File: src/rtl/ym2413_regfile.sv
// YM2413 register file: decodes bus writes into the chip's register map and
// registers the slot-selected channel's parameters. Optional debug readback under YM2413_REG_READBACK_EN.
module ym2413_regfile #(
  parameter int NUM_CH        = 9,
  parameter int RHY_INST_BASE = 16
) (
  input  logic        MCLK,
  input  logic        reset,
  input  logic        write_addr,
  input  logic        write_data,
  input  logic [7:0]  data_reg,
  input  logic        slot_en,
  input  logic [3:0]  ch_idx,
  output logic [8:0]  fnum,
  output logic [2:0]  block,
  output logic        key_on,
  output logic        sus_on,
  output logic [4:0]  inst,
  output logic [3:0]  vol,
  output logic        rhythm,
  output logic [4:0]  rhy_key,
  output logic [63:0] cust_inst,
  output logic [7:0]  test_reg
`ifdef YM2413_REG_READBACK_EN
  ,
  input  logic        dbg_rd,
  output logic [7:0]  dbg_data
`endif
);

  logic [7:0] addr_q;
  logic       addr_valid;

  // Per-channel storage; ctl holds {sus, key, block[2:0], fnum[8]}.
  logic [7:0] fnum_lo [NUM_CH];
  logic [5:0] ctl     [NUM_CH];
  logic [3:0] inst_q  [NUM_CH];
  logic [3:0] vol_q   [NUM_CH];

  logic [3:0] a_hi, a_lo;
  logic       a_ch_ok, wr_en;

  assign a_hi    = addr_q[7:4];
  assign a_lo    = addr_q[3:0];
  assign a_ch_ok = (a_lo < 4'(NUM_CH));
  // An address strobe wins over a coincident data strobe.
  assign wr_en   = write_data & addr_valid & ~write_addr;

  // NOTE: sequential state uses non-blocking assignments so every register
  // samples pre-edge values; this is what gives slot_en its no-bypass behaviour.
  always_ff @(posedge MCLK) begin
    if (reset) begin
      addr_q     <= '0;
      addr_valid <= 1'b0;
    end else if (write_addr) begin
      addr_q     <= data_reg;
      addr_valid <= 1'b1;
    end
  end

  always_ff @(posedge MCLK) begin
    if (reset) begin
      cust_inst <= '0;
      rhythm    <= 1'b0;
      rhy_key   <= '0;
      test_reg  <= '0;
      // NOTE: the register array is small and must read as zero after reset,
      // so it is cleared element by element rather than left as RAM.
      for (int i = 0; i < NUM_CH; i++) begin
        fnum_lo[i] <= '0;
        ctl[i]     <= '0;
        inst_q[i]  <= '0;
        vol_q[i]   <= '0;
      end
    end else if (wr_en) begin
      case (a_hi)
        4'h0: begin
          if (!a_lo[3]) begin
            cust_inst[{a_lo[2:0], 3'b000} +: 8] <= data_reg;
          end else if (a_lo == 4'hE) begin
            rhythm  <= data_reg[5];
            rhy_key <= data_reg[4:0];
          end else if (a_lo == 4'hF) begin
            test_reg <= data_reg;
          end
        end
        4'h1: if (a_ch_ok) fnum_lo[a_lo] <= data_reg;
        4'h2: if (a_ch_ok) ctl[a_lo] <= data_reg[5:0];
        4'h3: if (a_ch_ok) begin
          inst_q[a_lo] <= data_reg[7:4];
          vol_q[a_lo]  <= data_reg[3:0];
        end
        default: ;
      endcase
    end
  end

  logic [8:0] fnum_c;
  logic [2:0] block_c;
  logic       key_c, sus_c;
  logic [4:0] inst_c;
  logic [3:0] vol_c;
  logic       rhy_ch;

  // NOTE: every always_comb output gets a default first so no path infers a latch.
  always_comb begin
    fnum_c  = '0;
    block_c = '0;
    key_c   = 1'b0;
    sus_c   = 1'b0;
    inst_c  = '0;
    vol_c   = '0;
    rhy_ch  = rhythm && (ch_idx >= 4'd6) && (ch_idx <= 4'd8);
    if (ch_idx < 4'(NUM_CH)) begin
      fnum_c  = {ctl[ch_idx][0], fnum_lo[ch_idx]};
      block_c = ctl[ch_idx][3:1];
      key_c   = ctl[ch_idx][4];
      sus_c   = ctl[ch_idx][5];
      inst_c  = {1'b0, inst_q[ch_idx]};
      vol_c   = vol_q[ch_idx];
      if (rhy_ch) begin
        inst_c = 5'(RHY_INST_BASE) + 5'(ch_idx - 4'd6);
        // rhy_key bit order is {BD, SD, TOM, TCY, HH}.
        case (ch_idx)
          4'd6:    key_c = key_c | rhy_key[4];
          4'd7:    key_c = key_c | rhy_key[0] | rhy_key[3];
          default: key_c = key_c | rhy_key[2] | rhy_key[1];
        endcase
      end
    end
  end

  always_ff @(posedge MCLK) begin
    if (reset) begin
      fnum   <= '0;
      block  <= '0;
      key_on <= 1'b0;
      sus_on <= 1'b0;
      inst   <= '0;
      vol    <= '0;
    end else if (slot_en) begin
      fnum   <= fnum_c;
      block  <= block_c;
      key_on <= key_c;
      sus_on <= sus_c;
      inst   <= inst_c;
      vol    <= vol_c;
    end
  end

`ifdef YM2413_REG_READBACK_EN
  logic [7:0] rd_c;

  always_comb begin
    rd_c = '0;
    case (a_hi)
      4'h0: begin
        if (!a_lo[3])           rd_c = cust_inst[{a_lo[2:0], 3'b000} +: 8];
        else if (a_lo == 4'hE)  rd_c = {2'b00, rhythm, rhy_key};
        else if (a_lo == 4'hF)  rd_c = test_reg;
      end
      4'h1: if (a_ch_ok) rd_c = fnum_lo[a_lo];
      4'h2: if (a_ch_ok) rd_c = {2'b00, ctl[a_lo]};
      4'h3: if (a_ch_ok) rd_c = {inst_q[a_lo], vol_q[a_lo]};
      default: ;
    endcase
  end

  always_ff @(posedge MCLK) begin
    if (reset)       dbg_data <= '0;
    else if (dbg_rd) dbg_data <= addr_valid ? rd_c : 8'h00;
  end
`endif

endmodule

File: config.mk
export PLATFORM = sky130hd
export DESIGN_NAME = ym2413_regfile
export DESIGN_NICKNAME = d
export VERILOG_FILES = /design/src/rtl/ym2413_regfile.sv
export SDC_FILE = /design/constraint.sdc
export NUM_CORES = 1
export LEC_CHECK = 0
export ABC_AREA = 1
export CAP_MARGIN = 20
export CORE_ASPECT_RATIO = 0.9
export CORE_MARGIN = 3
export CORE_UTILIZATION = 57
export DETAILED_ROUTE_END_ITERATION = 10
export HOLD_SLACK_MARGIN = 0.12
export PLACE_DENSITY = 0.76
export SYNTH_ARGS = -nofsm -noshare
export SYNTH_HDL_FRONTEND = slang
export SYNTH_SLANG_ARGS = --single-unit
File: constraint.sdc
create_clock -name MCLK -period 2.3 [get_ports MCLK]
set_input_delay 0.46 -clock MCLK [delete_from_list [all_inputs] [get_ports MCLK]]
set_output_delay 0.46 -clock MCLK [all_outputs]
set_load 0.02 [all_outputs]
# Word level (Yosys, flattened, before mapping)
# Memories as Yosys holds them, arrays and structs flattened.
# Index checks and enable logic that the tools add are counted.
[totals]
regBits = 110
mem_bits_rw = 198
inputBits = 17
memories = 4
[memory_table]
columns = ["name", "words", "width", "rd", "rd_ports_with_merged_regs", "wr", "line_no", "text"]
rows = [
  ["fnum_lo", 9, 8, 1, 0, 9, "35", "logic [7:0] fnum_lo [NUM_CH];"],
  ["ctl", 9, 6, 1, 0, 9, "36", "logic [5:0] ctl [NUM_CH];"],
  ["inst_q", 9, 4, 1, 0, 9, "37", "logic [3:0] inst_q [NUM_CH];"],
  ["vol_q", 9, 4, 1, 0, 9, "38", "logic [3:0] vol_q [NUM_CH];"],
]
[classes]
add_sub_neg = 3
magnitude_cmp = 4
eq_ne = 7
shifts = 2
n_mux = 37
bitwise = 10
reduce_logical = 10
[ops]
columns = ["op", "count"]
rows = [
  ["64-bit bitwise mux", 1],
  ["8-bit by 8-bit variable shift with 64-bit output, first input constant", 1],
  ["8-bit by 8-bit variable part select with 64-bit output", 1],
  ["4-bit two-way mux", 7],
  ["1-bit two-way mux", 22],
  ["5-bit two-way mux", 2],
  ["9-bit two-way mux", 1],
  ["4-bit by 2-bit == test with 1-bit output, second input constant", 2],
  ["4-bit by 3-bit == test with 1-bit output, second input constant", 2],
  ["4-bit == test, second input constant", 2],
  ["4-bit less-than comparator, second input constant", 2],
  ["8-bit two-way mux", 1],
  ["6-bit negator with 8-bit output", 1],
  ["4-bit OR reduction", 2],
  ["8-bit OR reduction", 1],
  ["6-bit two-way mux", 1],
  ["6-bit OR reduction", 1],
  ["5-bit adder, first input constant", 1],
  ["1-bit OR", 5],
  ["5-bit AND reduction", 1],
  ["4-bit by 3-bit subtractor with 5-bit output, second input constant", 1],
  ["4-bit by 1-bit == test with 1-bit output, second input constant", 1],
  ["4-bit by 3-bit greater-or-equal comparator with 1-bit output, second input constant", 1],
  ["4-bit <= comparator, second input constant", 1],
  ["other kinds (8)", 12],
]

# Longest topological paths before layout
[depth]
word_depth = 8
depth_mapped = 13
ltp_nobuf = 13

# Worst setup path before layout
# No wires, ideal clock.
[synth_path]
kind = "reg2reg"
start = "reg addr_q[0]"
end = "reg cust_inst[6]"
arrival_ns = 2.014
required_time_ns = 2.230
path_slack_ns = 0.217
path_stages_with_launch = 10
n_path_buf = 1
synth_period_minus_slack_ns = 2.083
path_cell_list = "dfxtp_1 -> inv_2 -> ha_1 -> ha_1 -> inv_2 -> nand3_1 -> nor4_4 -> buf_6 -> o21ai_1 -> a21oi_1"
[synth_between]
elab_chain_cells = 3
word_cells_on_any_way = 4
classes_between = "add/sub (1); shift (2); mux (1)"
[synth_rtl]
columns = ["item", "line_no", "text"]
rows = [
  ["from (decl)", "31", "logic [7:0] addr_q;"],
  ["from (signal assigned)", "56", "addr_q <= data_reg;"],
  ["6-bit negator with 8-bit output *", "79", "cust_inst[{a_lo[2:0], 3'b000} +: 8] <= data_reg;"],
  ["8-bit by 8-bit variable part select with 64-bit output / 8-bit by 8-bit variable shift with 64-bit output (equally long branches)", "79", ""],
  ["64-bit bitwise mux *", "79", ""],
  ["to (signal, indexed assignment)", "79", ""],
  ["to (decl)", "22", "output logic [63:0] cust_inst,"],
]
# Mark *: on every way between the ends. The rest lies on a longest branch, timed or not.
# A chain may end at the register's enable or synchronous reset.

# Worst setup path after layout
[layout_path]
start = "reg addr_q[1]"
end = "reg cust_inst[9]"
# The elaborated chain is that of the path after synthesis.

==> results.md <==
* Largest net degree at the start of global routing at 44
* Area of the multi-input gates at ~0.0047 mm^2
* Die area at 0.02867 mm^2
* Reg-to-reg slack, setup at 0.19 ns
* Fraction of layout cells with a size suffix above 1 at 0.1601
* DRT Wirelength at 43.54 mm
* CP Depth at 8
* CP endpoint kind: register
* Worst Max-Slew Pin Slew at 0.5421 ns
* Main synth FF type: edfxtp_1
* Crit path time final at 2.112 ns
* Initial antenna violation count at 1
* Worst Hold Class: reg2reg
* Final hold slack at 0.4691 ns
* Critical path cell sequence: inv_1, ha_1, ha_2, buf_4, nand3_4, nor2_4, o21ai_0, a21oi_1
* Vias post-DR at between 10000 and 15000
* Tot GR Track Use at 0.3034
* CP endpoint: cust_inst[9]
* Buf/Inv on CP at 2
* Crit Path Max Fanout at 16
* Area growth from synthesis to layout at 24.58%
* Placer Congestion at 0.9076
* RR Endpoint: cust_inst[9]
* Hold Fails Final Rpt at 0
* First DRT Iteration DRCs at approximately 1400
* Synth top area cells: edfxtp_1 (50%), dfxtp_1 (14%), nor2_1 (6.8%), nand2_1 (5.6%), o21ai_0 (4.0%)
* Post-CTS sizing at 0
* IO Pins at 118
* Startpoint Class: register
* Clock slew at reported path FFs at 0.06 ns
* Leakage at 7.313 nW
* DRC viols at 0
* Largest reg by FF count: fnum_lo
* # setup viols final at 0
* Crit path kind: reg2reg
* Die span in x at 178.1 um
* Library cells used by synthesis at 47
* Setup Fix Bufs, Post-CTS at 0
* Most common cell in the synthesized netlist: nor2_1
* Routed Antenna Nets at 0
* Fin util at 0.7246
* RSZ-0062 raised after global routing: no
* Sequential fraction of the synthesis area at 0.6486
* Async SR Flop Fraction at 0
* PortBufs at 117
* Die height at 160.9 um
* Slew margin rel. at 0.6382
* GR Overflow Total at 0
* Max VDD drop at 0.0004597 V
* Post-synth EDFFs at roughly 260
* Power Density at 762.4 mW/mm^2
* CP max stage delay at 0.42 ns
* Skew final at around 0.024 ns
* Number of synthesized register bits at 365
* R2R cell count at 8
* WP data arrival at 2.56 ns
* Post-Place Worst Slack at -0.1586 ns
* Largest regs: fnum_lo: 87 flops, ctl: 70 flops, cust_inst: 64 flops
* Final nets at 1707
* Routed vias/inst at 5.907
* Fillers at about 1800
* Setup TNS at 0 ns
* Clock buffer depth at 3
* Reg2reg start: addr_q[1]
* Final-report max-slew violation count at 0
* Outcome: finished, final reports clean
* Vias in the first global route at 11837
* Antenna cells at 0
* Core Footprint at 0.02614 mm^2
* CP max stage cell: ha_2
* Max-cap violations at 0
* First-pass GRT wire length at 66.34 mm
* Fmax at 473.6 MHz
* Crit path max-delay family: adder cells
* Synth area leader: edfxtp_1
* Pre-antenna DRT Iters at 6
* Critical path origin: addr_q[1]
* Synth warnings at 0
* CTS sink cnt at 365
* Mean post-synth cell area at roughly 10 um^2
* Synthesized instance count at 1456
* Max reg flops at 87
* CTS H-Tree Depth at 2
* Root buffer cell: clkbuf_16
* Part of the cycle the worst path needs at 0.9181
* Clk Latency, worst-skew pair at 0.53 ns
* CTS tree: yes
* Hold Buf Count CTS at 0
* Register area at 0.009859 mm^2
* Initial cell density of the core at 0.5816
* CP required at 2.75 ns
* Dpl hpwl at 29.29 mm
* Synth top area share at 0.5037
* CTS Buf Count at 37
* Routed wire length per instance at 21.15 um
* Synth cell count leaders: nor2_1 (277), edfxtp_1 (255), nand2_1 (225), o21ai_0 (121), dfxtp_1 (110)
* # rows at 56
* Setup ws final at 0.1883 ns
* Synth Cell Area at 0.01520 mm^2
==> worst reg2reg max path: cells and delay by family, from the launching register on <==
kind,cells,cell delay [ns]
AND/OR/NAND/NOR,2,0.47
AO/OA/AOI/OAI,2,0.28
flip-flops,1,0.37
buffers and inverters,2,0.28
adder cells (fa/ha/maj),2,0.64
==> kinds of logic (layout without fill, tap and decap cells) <==
logic type	after synthesis	after routing	synth area share
XOR/XNOR	1	1	0.0005763
AO/OA/AOI/OAI	331	331	0.1249
flip-flops	365	365	0.6486
buffers and inverters	148	392	0.04552
AND/OR/NAND/NOR	602	602	0.1736
other	1	12	0.0002467
adder cells (fa/ha/maj)	8	8	0.006585
==> metal layers <==
metal / share of wire / up-vias / wire (um) / GRT usage
met4: 0.026 / 2 / 1120 / 0.09315
met5: 0.00030 / - / 13 / 0
met1: 0.39 / 5805 / 16880 / 0.4254
met3: 0.11 / 107 / 4822 / 0.05343
li1: - / 5528 / - / -
met2: 0.48 / 720 / 20710 / 0.4869
==> area by class of cell <==
class                           count  share of cell area
Clock buffer                       47             0.05636
Clock inverter                     21            0.008325
Inverter                           58             0.01196
Multi-Input combinational cell    954              0.2478
Sequential cell                   365              0.5206
Tap cell                          348             0.02299
Timing Repair Buffer              266              0.1319
==> metrics by stage <==
stage               cell area (um^2)  power, mW  instances
finish                         18940      14.44       2059
global route                   18940      14.82       2059
CTS                            18930      14.44       2059
detailed placement             17710      8.535       1991
global placement               17710      8.506       1991
floorplan                      15240      7.994       1467
==> report_power, final <==
group / switching, mW / total (mW) / internal [mW]
Combinational: 0.788 / 1.16 / 0.376
Sequential: 0.0784 / 7.27 / 7.19
Clock: 2.49 / 6.01 / 3.52
==> layout by cell type, fill, tap and decap left out, types with 15 or more instances in the layout <==
| cell | synthesis | final |
|---|---|---|
| clkinv_1 | 10 | 16 |
| clkbuf_16 | 0 | 40 |
| edfxtp_1 | 255 | 255 |
| nor2_1 | 277 | 277 |
| dfxtp_1 | 110 | 110 |
| buf_12 | 1 | 17 |
| nand2_1 | 225 | 225 |
| inv_1 | 31 | 30 |
| buf_4 | 11 | 132 |
| a22oi_1 | 24 | 24 |
| o21ai_1 | 18 | 18 |
| clkdlybuf4s50_1 | 0 | 116 |
| o21ai_0 | 121 | 121 |
| nand3_1 | 34 | 34 |
| inv_2 | 16 | 17 |
| o211ai_1 | 15 | 15 |
| a21oi_1 | 104 | 104 |
==> how the worst min path moves through the flow <==
stage | from | to | slack (ns) | depth (start not counted)
after floorplan | addr_valid | addr_valid | 0.46 | 2
after global placement | cust_inst[63] | cust_inst[63] | 0.45 | 2
after detailed placement | cust_inst[63] | cust_inst[63] | 0.45 | 2
after CTS | cust_inst[63] | cust_inst[63] | 0.46 | 2
after global routing | cust_inst[63] | cust_inst[63] | 0.49 | 2
final | cust_inst[63] | cust_inst[63] | 0.47 | 2
No activity file was read; power rests on OpenSTA's default activity.
